==> src/rtl/rgb_pwm_fader.sv <==
// Three-channel PWM LED driver: duties fade 1 LSB per prescaler tick toward
// the on/off pattern from the sequencer, scaled by a brightness ceiling.
module rgb_pwm_fader #(
  parameter int PWM_BITS   = 8,
  parameter int FADE_TICKS = 1000
) (
  input  logic                clk,
  input  logic                rst,
  input  logic                ena,
  input  logic [2:0]          rgb_in,
  input  logic [PWM_BITS-1:0] brightness,
  output logic [2:0]          pwm_out,
  output logic                settled
);

  localparam int FW = (FADE_TICKS > 1) ? $clog2(FADE_TICKS) : 1;
  localparam logic [PWM_BITS-1:0] MAX       = '1;
  localparam logic [PWM_BITS-1:0] CNT_LAST  = MAX - 1'b1;
  localparam logic [FW-1:0]       FADE_LAST = FW'(FADE_TICKS - 1);

  logic [PWM_BITS-1:0] pwm_cnt_q, pwm_cnt_d;
  logic [FW-1:0]       fade_cnt_q, fade_cnt_d;
  logic [PWM_BITS-1:0] work_q [3];
  logic [PWM_BITS-1:0] work_d [3];
  logic [PWM_BITS-1:0] act_q  [3];
  logic [PWM_BITS-1:0] act_d  [3];
  logic [PWM_BITS-1:0] target [3];
  logic [PWM_BITS-1:0] level;
  logic [2:0]          pwm_out_q, pwm_out_d;
  logic                settled_q, settled_d;
  logic                fade_tick;
  logic                wrap;

  always_comb begin
    level      = (brightness > MAX) ? MAX : brightness;
    fade_tick  = (fade_cnt_q == FADE_LAST);
    wrap       = (pwm_cnt_q == CNT_LAST);
    pwm_cnt_d  = wrap ? '0 : pwm_cnt_q + 1'b1;
    fade_cnt_d = fade_tick ? '0 : fade_cnt_q + 1'b1;
    pwm_out_d  = '0;
    settled_d  = 1'b1;
    for (int unsigned i = 0; i < 3; i++) begin
      target[i]    = rgb_in[i] ? level : '0;
      // active duty snapshots the pre-step working value, so a coincident
      // fade step only shows up in the following period
      act_d[i]     = wrap ? work_q[i] : act_q[i];
      pwm_out_d[i] = ena && (pwm_cnt_q < act_q[i]);
      work_d[i]    = work_q[i];
      if (fade_tick && ena) begin
        if (work_q[i] < target[i]) begin
          work_d[i] = work_q[i] + 1'b1;
        end else if (work_q[i] > target[i]) begin
          work_d[i] = work_q[i] - 1'b1;
        end
      end
      if (work_q[i] != target[i]) begin
        settled_d = 1'b0;
      end
    end
  end

  always_ff @(posedge clk or negedge rst) begin
    if (!rst) begin
      pwm_cnt_q  <= '0;
      fade_cnt_q <= '0;
      pwm_out_q  <= '0;
      settled_q  <= 1'b1;
      for (int unsigned i = 0; i < 3; i++) begin
        work_q[i] <= '0;
        act_q[i]  <= '0;
      end
    end else begin
      pwm_cnt_q  <= pwm_cnt_d;
      fade_cnt_q <= fade_cnt_d;
      pwm_out_q  <= pwm_out_d;
      settled_q  <= settled_d;
      for (int unsigned i = 0; i < 3; i++) begin
        work_q[i] <= work_d[i];
        act_q[i]  <= act_d[i];
      end
    end
  end

  assign pwm_out = pwm_out_q;
  assign settled = settled_q;

endmodule

==> config.mk <==
export PLATFORM = sky130hd
export DESIGN_NAME = rgb_pwm_fader
export DESIGN_NICKNAME = d
export VERILOG_FILES = /design/src/rtl/rgb_pwm_fader.sv
export SDC_FILE = /design/constraint.sdc
export NUM_CORES = 1
export LEC_CHECK = 0
export BUFFER_PORTS_ARGS = -buffer_cell sky130_fd_sc_hd__buf_2
export CORE_ASPECT_RATIO = 1.25
export CORE_MARGIN = 1
export CORE_UTILIZATION = 45
export DETAILED_ROUTE_END_ITERATION = 8
export SYNTH_ARGS = -nofsm -noshare
export SYNTH_HDL_FRONTEND = slang
export SYNTH_SLANG_ARGS = --single-unit
export TNS_END_PERCENT = 10
==> constraint.sdc <==
create_clock -name clk -period 3.9 [get_ports clk]
set_input_delay 0.195 -clock clk [delete_from_list [all_inputs] [get_ports clk]]
set_output_delay 0.195 -clock clk [all_outputs]
set_load 0.005 [all_outputs]
Word level (Yosys, flattened, before mapping)
Index checks and enable logic that the tools add are counted.

storage, ports and cells
  register bits after elaboration = 70
  latch bits = 0
  RAM bits = 0
  ROM bits = 0
  output and inout port bits = 4
  logic and storage cells = 58
  memories kept = 0

cells by class
  $add $sub $neg = 8
  $mul = 0
  div/mod/pow operators = 0
  order comparisons = 10
  equality and inequality tests = 5
  shift operators = 0
  multiplexer cells = 15
  bitwise logic cells = 0
  reduce and logical (&&, ||, !) cells = 10

operator list
  kind                                              count
  two-way mux 8 bit                                 11
  < comparator 8 bit                                6
  adder 8 x 1 -> 8 bit, second input constant       4
  > comparator 8 bit                                3
  != test 8 bit                                     3
  subtractor 8 x 1 -> 8 bit, second input constant  3
  adder 10 x 1 -> 10 bit, second input constant     1
  equality test 10 bit, second input constant       1
  two-way mux 10 bit                                1
  equality test 8 bit, second input constant        1
  > comparator 8 bit, second input constant         1
  AND reduction 2 bit                               3
  nonzero test 2 bit                                3
  logical AND 1 bit                                 4
  two-way mux 1 bit                                 3

Depth between registers and ports, before layout
Gate-level depths: netlist of the first run.

  depth in word-level cells = 7
  gate-level depth with buffers = 14
  gate-level depth less buffers = 13

Worst setup path before layout of the first run
No wires, ideal clock.

  kind = in2reg
  start point = input rgb_in[0]
  end point = register work_q[22] (netlist bit)
  setup time = 125 ps
  arrival time = 3072 ps
  setup slack = 703 ps
  stages on the path = 13
  cell sequence = clkbuf_1 -> nand2_1 -> ha_1 -> and3_1 -> a221oi_1 -> o31ai_1 -> ha_1 -> a21o_1 -> a21oi_1 -> o21bai_1 -> a21oi_1 -> xnor2_1 -> mux2_4

between the ends
  word-level cells in the longest chain between the ends = 4
  elaborated cells between the ends (all ways) = 6
  classes of those cells = order compare: 2; mux: 2; reduce/logical: 2

RTL lines
  what                                                             line    source
  start: declaration                                               10      input logic [2:0] rgb_in,
  two-way mux 8 bit *                                              43      target[i] = rgb_in[i] ? level : '0;
  < comparator 8 bit / > comparator 8 bit (equally long branches)  50, 52
  nonzero test 2 bit (no line)                                     --
  AND reduction 2 bit (no line)                                    --
  end signal: indexed assignment                                   78      work_q[i] <= work_d[i];
  end: declaration                                                 23      logic [PWM_BITS-1:0] work_q [3];

Every way passes the cells marked *; elsewhere a longest branch is shown, timed or not.
A chain may end at the register's enable or synchronous reset.

Worst setup path after layout of the first run
  start point = register work_q[17] (netlist bit)
  end point = register work_q[22] (netlist bit)

between the ends
  word-level cells in the longest chain between the ends = 3
  elaborated cells between the ends (all ways) = 8
  classes of those cells = add/sub: 2; order compare: 2; mux: 2; reduce/logical: 2

RTL lines
  what                                                             line  source
  subtractor 8 x 1 -> 8 bit (tied with other cells)                53    work_d[i] = work_q[i] - 1'b1;
  two-way mux 8 bit / nonzero test 2 bit (equally long branches)   --
  two-way mux 8 bit / AND reduction 2 bit (equally long branches)  --

Several ways; a longest one is shown, not always the timed one. The select of a mux whose other input is x is not followed.

==> results.json, run 1 <==
{
  "slowest_delay_ps": 920,
  "status": "finished clean",
  "setup_violations": 0,
  "wl_per_cell_um": 15.16,
  "relSlewSlack_pct": 23.58,
  "path_cells": "ha_1, and3_1, a221oi_1, o31ai_1, ha_1, a21o_1, a21oi_1, o21bai_1, a21oi_1, xnor2_1, mux2_4",
  "cts_buffer_depth": 2,
  "yosys.area_share.adder_pct": 19.17,
  "clock_skew_ps": 6.130,
  "syn_nets": 558,
  "seq_area_frac_synth_pct": 37.93,
  "grtUsageTotal_pct": 19.85,
  "postCtsSetupBuffers": 0,
  "yosys_warnings": 0,
  "min_period_ps": 3597,
  "viasPerCell": 5.459,
  "nets": 581,
  "cts_sinks": 70,
  "grt_start_max_net_pins": 51,
  "grt_pass1_vias": 3388,
  "rsz0062_at_grt": "no",
  "grt_pass1_wl_um": 16270,
  "cp-end-kind": "flip-flop",
  "path_buf_inv": 0,
  "grt_util_met2_pct": 32.74,
  "hold_viol": 0,
  "most-common-layout-cells": "69 x dfrtp_1, 66 x ha_1, 64 x nand2_1",
  "syn2layout_area_growth_pct": 11.72,
  "synth_top_family_by_area": "adder cells",
  "tns_ps": 0,
  "syn_inst": 475,
  "p_leak_nw": 2.508,
  "fmax_mhz": 278.0,
  "top_usage_layer": "met2",
  "clk_pin_slew_ps": 60,
  "placed_area_um2": 4851,
  "crit_fanout": 8,
  "cts-root-buf": "clkbuf_16",
  "num_antenna_cells": 0,
  "synth-xor-area-share_pct": 5.874,
  "worstPathArrival_ps": 3820,
  "cts_buffers": 9,
  "core-area_um2": 10050,
  "drive_above_1_share_pct": 12.33,
  "required_ps": 4120,
  "synth_mux_area_share_pct": 5.116,
  "synth-seq-cells": 70,
  "die_y_um": 115.3,
  "worstMarginPinSlew_ps": 1137,
  "crit_type": "reg2reg",
  "grt_overflow": 0,
  "hp-class": "in2reg",
  "layout_commonest_cell": "dfrtp_1",
  "antenna_found_initial": 0,
  "clk_latency_ps": 330,
  "gr-usage-met3_pct": 4.299,
  "slew_violations": 0,
  "critical-path-top-delay-family": "compound AO/OA/AOI/OAI gates",
  "grtUsageMet1_pct": 25.95,
  "syn_avg_cell_area_um2": 9.730,
  "post_cts_resized": 0,
  "gp_congestion": 0.8181,
  "cts.htree.levels": 3,
  "crit_slowest_cell": "o31ai_1",
  "io_buffers": 17,
  "wl_um": 9582,
  "initial_core_util_pct": 45.97,
  "dieWidth_um": 92.65,
  "ir_drop_v": 0.0001935,
  "synth_compound_area_share_pct": 15.13,
  "synth_cell_type_count": 40,
  "powerDensity_nw_per_um2": 322.3,
  "vias": 3450,
  "synth_area_um2": 4622,
  "yosys.area_share.simple_pct": 13.43,
  "drt_iter0_drc": 74,
  "fp-row-count": 41,
  "drv_cap": 0,
  "drc": 0,
  "dieArea_um2": 10680,
  "startpoint_type": "flip-flop",
  "dp_hpwl_um": 7050,
  "postLayoutCellArea_um2": 5164,
  "antenna_left": 0,
  "ios": 18,
  "cts_tree": "yes",
  "first_pass_iters": 4,
  "min_period_over_period_pct": 92.24
}
[registers in the layout, summed over array words and instances, names as in the netlist]
name	flops
act_q	24
work_q	24
fade_cnt_q	10
pwm_cnt_q	8
pwm_out	3
settled	1
[report_power, final]
group | internal, W | switching (W)
Clock | 0.000529 | 0.000302
Combinational | 0.0000397 | 0.0000668
Sequential | 0.000727 | 0.000000000415
[worst paths after layout]
check	slack (ps)	start	cells after the start	endpoint
worst max-delay path	300	work_q[17]	11	work_q[22]
max in group asynchronous	2510	rst	3	work_q[10]
worst min register to register	490	fade_cnt_q[0]	1	fade_cnt_q[0]
min in group asynchronous	350	rst	2	fade_cnt_q[4]
worst max register to register	300	work_q[17]	11	work_q[22]
worst min-delay path	180	ena	3	pwm_out[2]
[through the flow]
step / util (%) / power (W) / instances / hold WS (ps) / worst slack (ps)
after global routing: 51.36 / 0.001728 / 632 / 194.4 / 21.99
after floorplan: - / 0.0008056 / 475 / -100.6 / 703.0
after detailed placement: 48.25 / 0.0008458 / 615 / 179.4 / 355.0
after CTS: 51.36 / 0.001685 / 632 / 172.0 / 336.5
after global placement: 48.25 / 0.0008428 / 615 / 180.1 / 436.8
final: 51.36 / 0.001664 / 632 / 177.3 / 302.5
[tightest hold or removal path, cell delays in order]
cell and delay, ps:
buf_2 140, nand3b_1 90, a31oi_1 40
[logic make-up after synthesis]
group                    Yosys count
AO/OA/AOI/OAI                    115
XOR/XNOR                          31
adder cells (fa/ha/maj)           69
buffers and inverters             39
flip-flops                        70
multiplexers                      19
AND/OR/NAND/NOR                  132
[synthesized netlist by cell type (all sizes together)]
master   n  area (um2)
and3     2       12.51
nand2b   4       25.02
nand2   64       240.2
nor2b    3       18.77
xnor2   20       175.2
a21oi   38       212.7
buf      2       16.26
ha      66       825.8
o21ai   36       180.2
a21o    13       97.59
nand3   11       67.57
nor3     4       31.28
a41o     1       10.01
a221oi   1       8.760
mux2    19       236.5
o211ai   6       45.04
clkbuf   7       26.28
or2      2       12.51
and2     3       18.77
nand4    6       43.79
nor4     1       6.260
or3      2       12.51
dfstp    1       26.28
fa       3       60.06
nor2    25       93.84
o21a     5       37.54
a31oi    4       25.02
dfrtp   69        1727
inv     30       112.6
o31ai    3       22.52
nand3b   5       37.54
o21bai   5       37.54
a211oi   3       22.52
xor2    11       96.34
[routing by layer]
metal / vias to the layer above / share of wire, %
li1: 1716 / -
met1: 1663 / 48
met2: 55 / 47
met3: 16 / 2.9
met4: 0 / 2.0
met5: - / 0
[layout make-up]
cell class                 count  area, um2
fill                         961       4891
multi-input combinational    366       2716
sequential                    70       1753
inverter                      30      112.6
clock buffer                  13      260.3
timing repair buffer          21      117.6
clock inverter                 3      42.54
tap                          129      161.4
[what timing repair did]
action | CTS | global route
hold endpoints to repair | 20 | 0
endpoints found under the setup margin | 0 | 0
hold buffers | 1 | 0
Power figures use the tool's default switching activity.
==> run 2, diff against run 1 <==
- BUFFER_PORTS_ARGS: -buffer_cell sky130_fd_sc_hd__buf_2 -> unset
- CTS_CLUSTER_SIZE: unset -> 10
- DONT_BUFFER_PORTS: unset -> 1
==> run 2 against run 1 <==
  * Register-to-register slack improved by 70 ps
  * Sequential share of layout area up 0.16 points
  * Power grew 4.0%
  * Hold slack better by 47 ps
  * Critical path depth is the same
  * Critical endpoint is now work_q[23]
  * Fmax rose by 1.9%
  * Global-route usage decreased by 0.12 points
  * Clock power grew 9.4%
  * Largest cell class unchanged
==> results.json, run 2 (same netlist as run 1, synthesis figures left out) <==
{
  "antenna_found_initial": 0,
  "cts.htree.levels": 3,
  "dp_hpwl_um": 6968,
  "rsz0062_at_grt": "no",
  "most-common-layout-cells": "69 x dfrtp_1, 66 x ha_1, 64 x nand2_1",
  "drv_cap": 0,
  "hp-class": "in2reg",
  "vias": 3363,
  "powerDensity_nw_per_um2": 336.7,
  "initial_core_util_pct": 45.97,
  "setup_violations": 0,
  "cp-end-kind": "flip-flop",
  "tns_ps": 0,
  "drive_above_1_share_pct": 9.651,
  "drc": 0,
  "drt_iter0_drc": 114,
  "dieWidth_um": 92.65,
  "viasPerCell": 5.459,
  "top_regs": "act_q x24, work_q x24, fade_cnt_q x10",
  "hold_buffers": 3,
  "multi_input_area_um2": 2716,
  "wl_um": 9527,
  "clk_latency_ps": 340,
  "grt_pass1_wl_um": 16090,
  "dieArea_um2": 10680,
  "grt_overflow": 0,
  "num_antenna_cells": 0,
  "cts_tree": "yes",
  "fillers": 967,
  "clock_skew_ps": 8.820,
  "worstMarginPinSlew_ps": 1052,
  "core-area_um2": 10050,
  "ios": 18,
  "ir_drop_v": 0.0002277,
  "holdWs_ps": 224.5,
  "required_ps": 4120,
  "status": "finished clean",
  "die_y_um": 115.3,
  "grt_pass1_vias": 3327,
  "cts_buffers": 9,
  "cts_sinks": 70,
  "worstPathArrival_ps": 3750,
  "crit_fanout": 8,
  "hold_viol": 0,
  "first_pass_iters": 4,
  "min_period_ps": 3530,
  "wl_per_cell_um": 15.47,
  "final.setup.worst_slack_ps": 369.9,
  "hold_path_depth": 3,
  "syn2layout_area_growth_pct": 11.21,
  "p_leak_nw": 2.462,
  "postCtsSetupBuffers": 0,
  "cts-root-buf": "clkbuf_16",
  "grt_start_max_net_pins": 71,
  "fp-row-count": 41,
  "slew_violations": 0,
  "grtUsageTotal_pct": 19.73,
  "gp_congestion": 0.8109,
  "antenna_left": 0,
  "min_period_over_period_pct": 90.52,
  "startpoint_type": "flip-flop",
  "relSlewSlack_pct": 29.29,
  "nets": 565,
  "seqCellArea_um2": 1753,
  "layout_commonest_cell": "dfrtp_1",
  "clk_pin_slew_ps": 60,
  "place_ws_ps": 356.0,
  "post_cts_resized": 0,
  "fmax_mhz": 283.3,
  "cts_buffer_depth": 2,
  "io_buffers": 0,
  "reg2reg_depth": 11,
  "crit_type": "reg2reg"
}
## run 2: per-stage QoR
| step | instances | instance area, um2 | power [W] | util (%) |
|---|---|---|---|---|
| after floorplan | 475 | 4622 | 0.0008056 | - |
| after global placement | 597 | 4758 | 0.0008124 | 47.32 |
| after detailed placement | 597 | 4758 | 0.0008154 | 47.32 |
| after CTS | 616 | 5140 | 0.001753 | 51.12 |
| after global routing | 616 | 5140 | 0.001797 | 51.12 |
| final | 616 | 5140 | 0.001730 | 51.12 |
## run 2: layer usage
metal	vias to the layer above	wire length (um)	part of all wire [%]	global-route usage, %
li1	1685	-	-	-
met1	1619	4472	47	25.29
met2	49	4525	47	32.54
met3	10	382	4.0	4.762
met4	0	147	1.5	7.077
met5	-	0	0	0
## run 2: cell type report
| type | count | share of cell area (%) |
|---|---|---|
| Inverter | 30 | 2.191 |
| Sequential cell | 70 | 34.10 |
| Timing Repair Buffer | 5 | 1.217 |
| Clock inverter | 5 | 1.582 |
| Clock buffer | 11 | 4.917 |
| Tap cell | 129 | 3.140 |
| Multi-Input combinational cell | 366 | 52.85 |
## run 2: power breakdown
group / internal (W) / switching [W]
Sequential: 0.000727 / 0.00000000121
Clock: 0.000594 / 0.000314
Combinational: 0.0000382 / 0.0000570
Total: 0.00136 / 0.000371
## run 2: worst max-delay path, cell delays in order, from the launching register on
cell and delay (ps):
dfrtp_1 430, ha_1 320, and3_1 190, a221oi_1 110, o31ai_1 850, ha_1 400, a211oi_1 240, o21ai_0 180
o31ai_1 290, xor2_1 170, nor2_1 70, xor2_1 150
## run 2: path summary, 6_finish.rpt
check	startpoint	end	slack, ps
min in group asynchronous	rst	pwm_cnt_q[5]	400
worst max register to register	work_q[18]	work_q[23]	370
worst min register to register	fade_cnt_q[0]	fade_cnt_q[0]	500
worst max-delay path	work_q[18]	work_q[23]	370
worst min-delay path	ena	work_q[10]	220
max in group asynchronous	rst	settled	3160
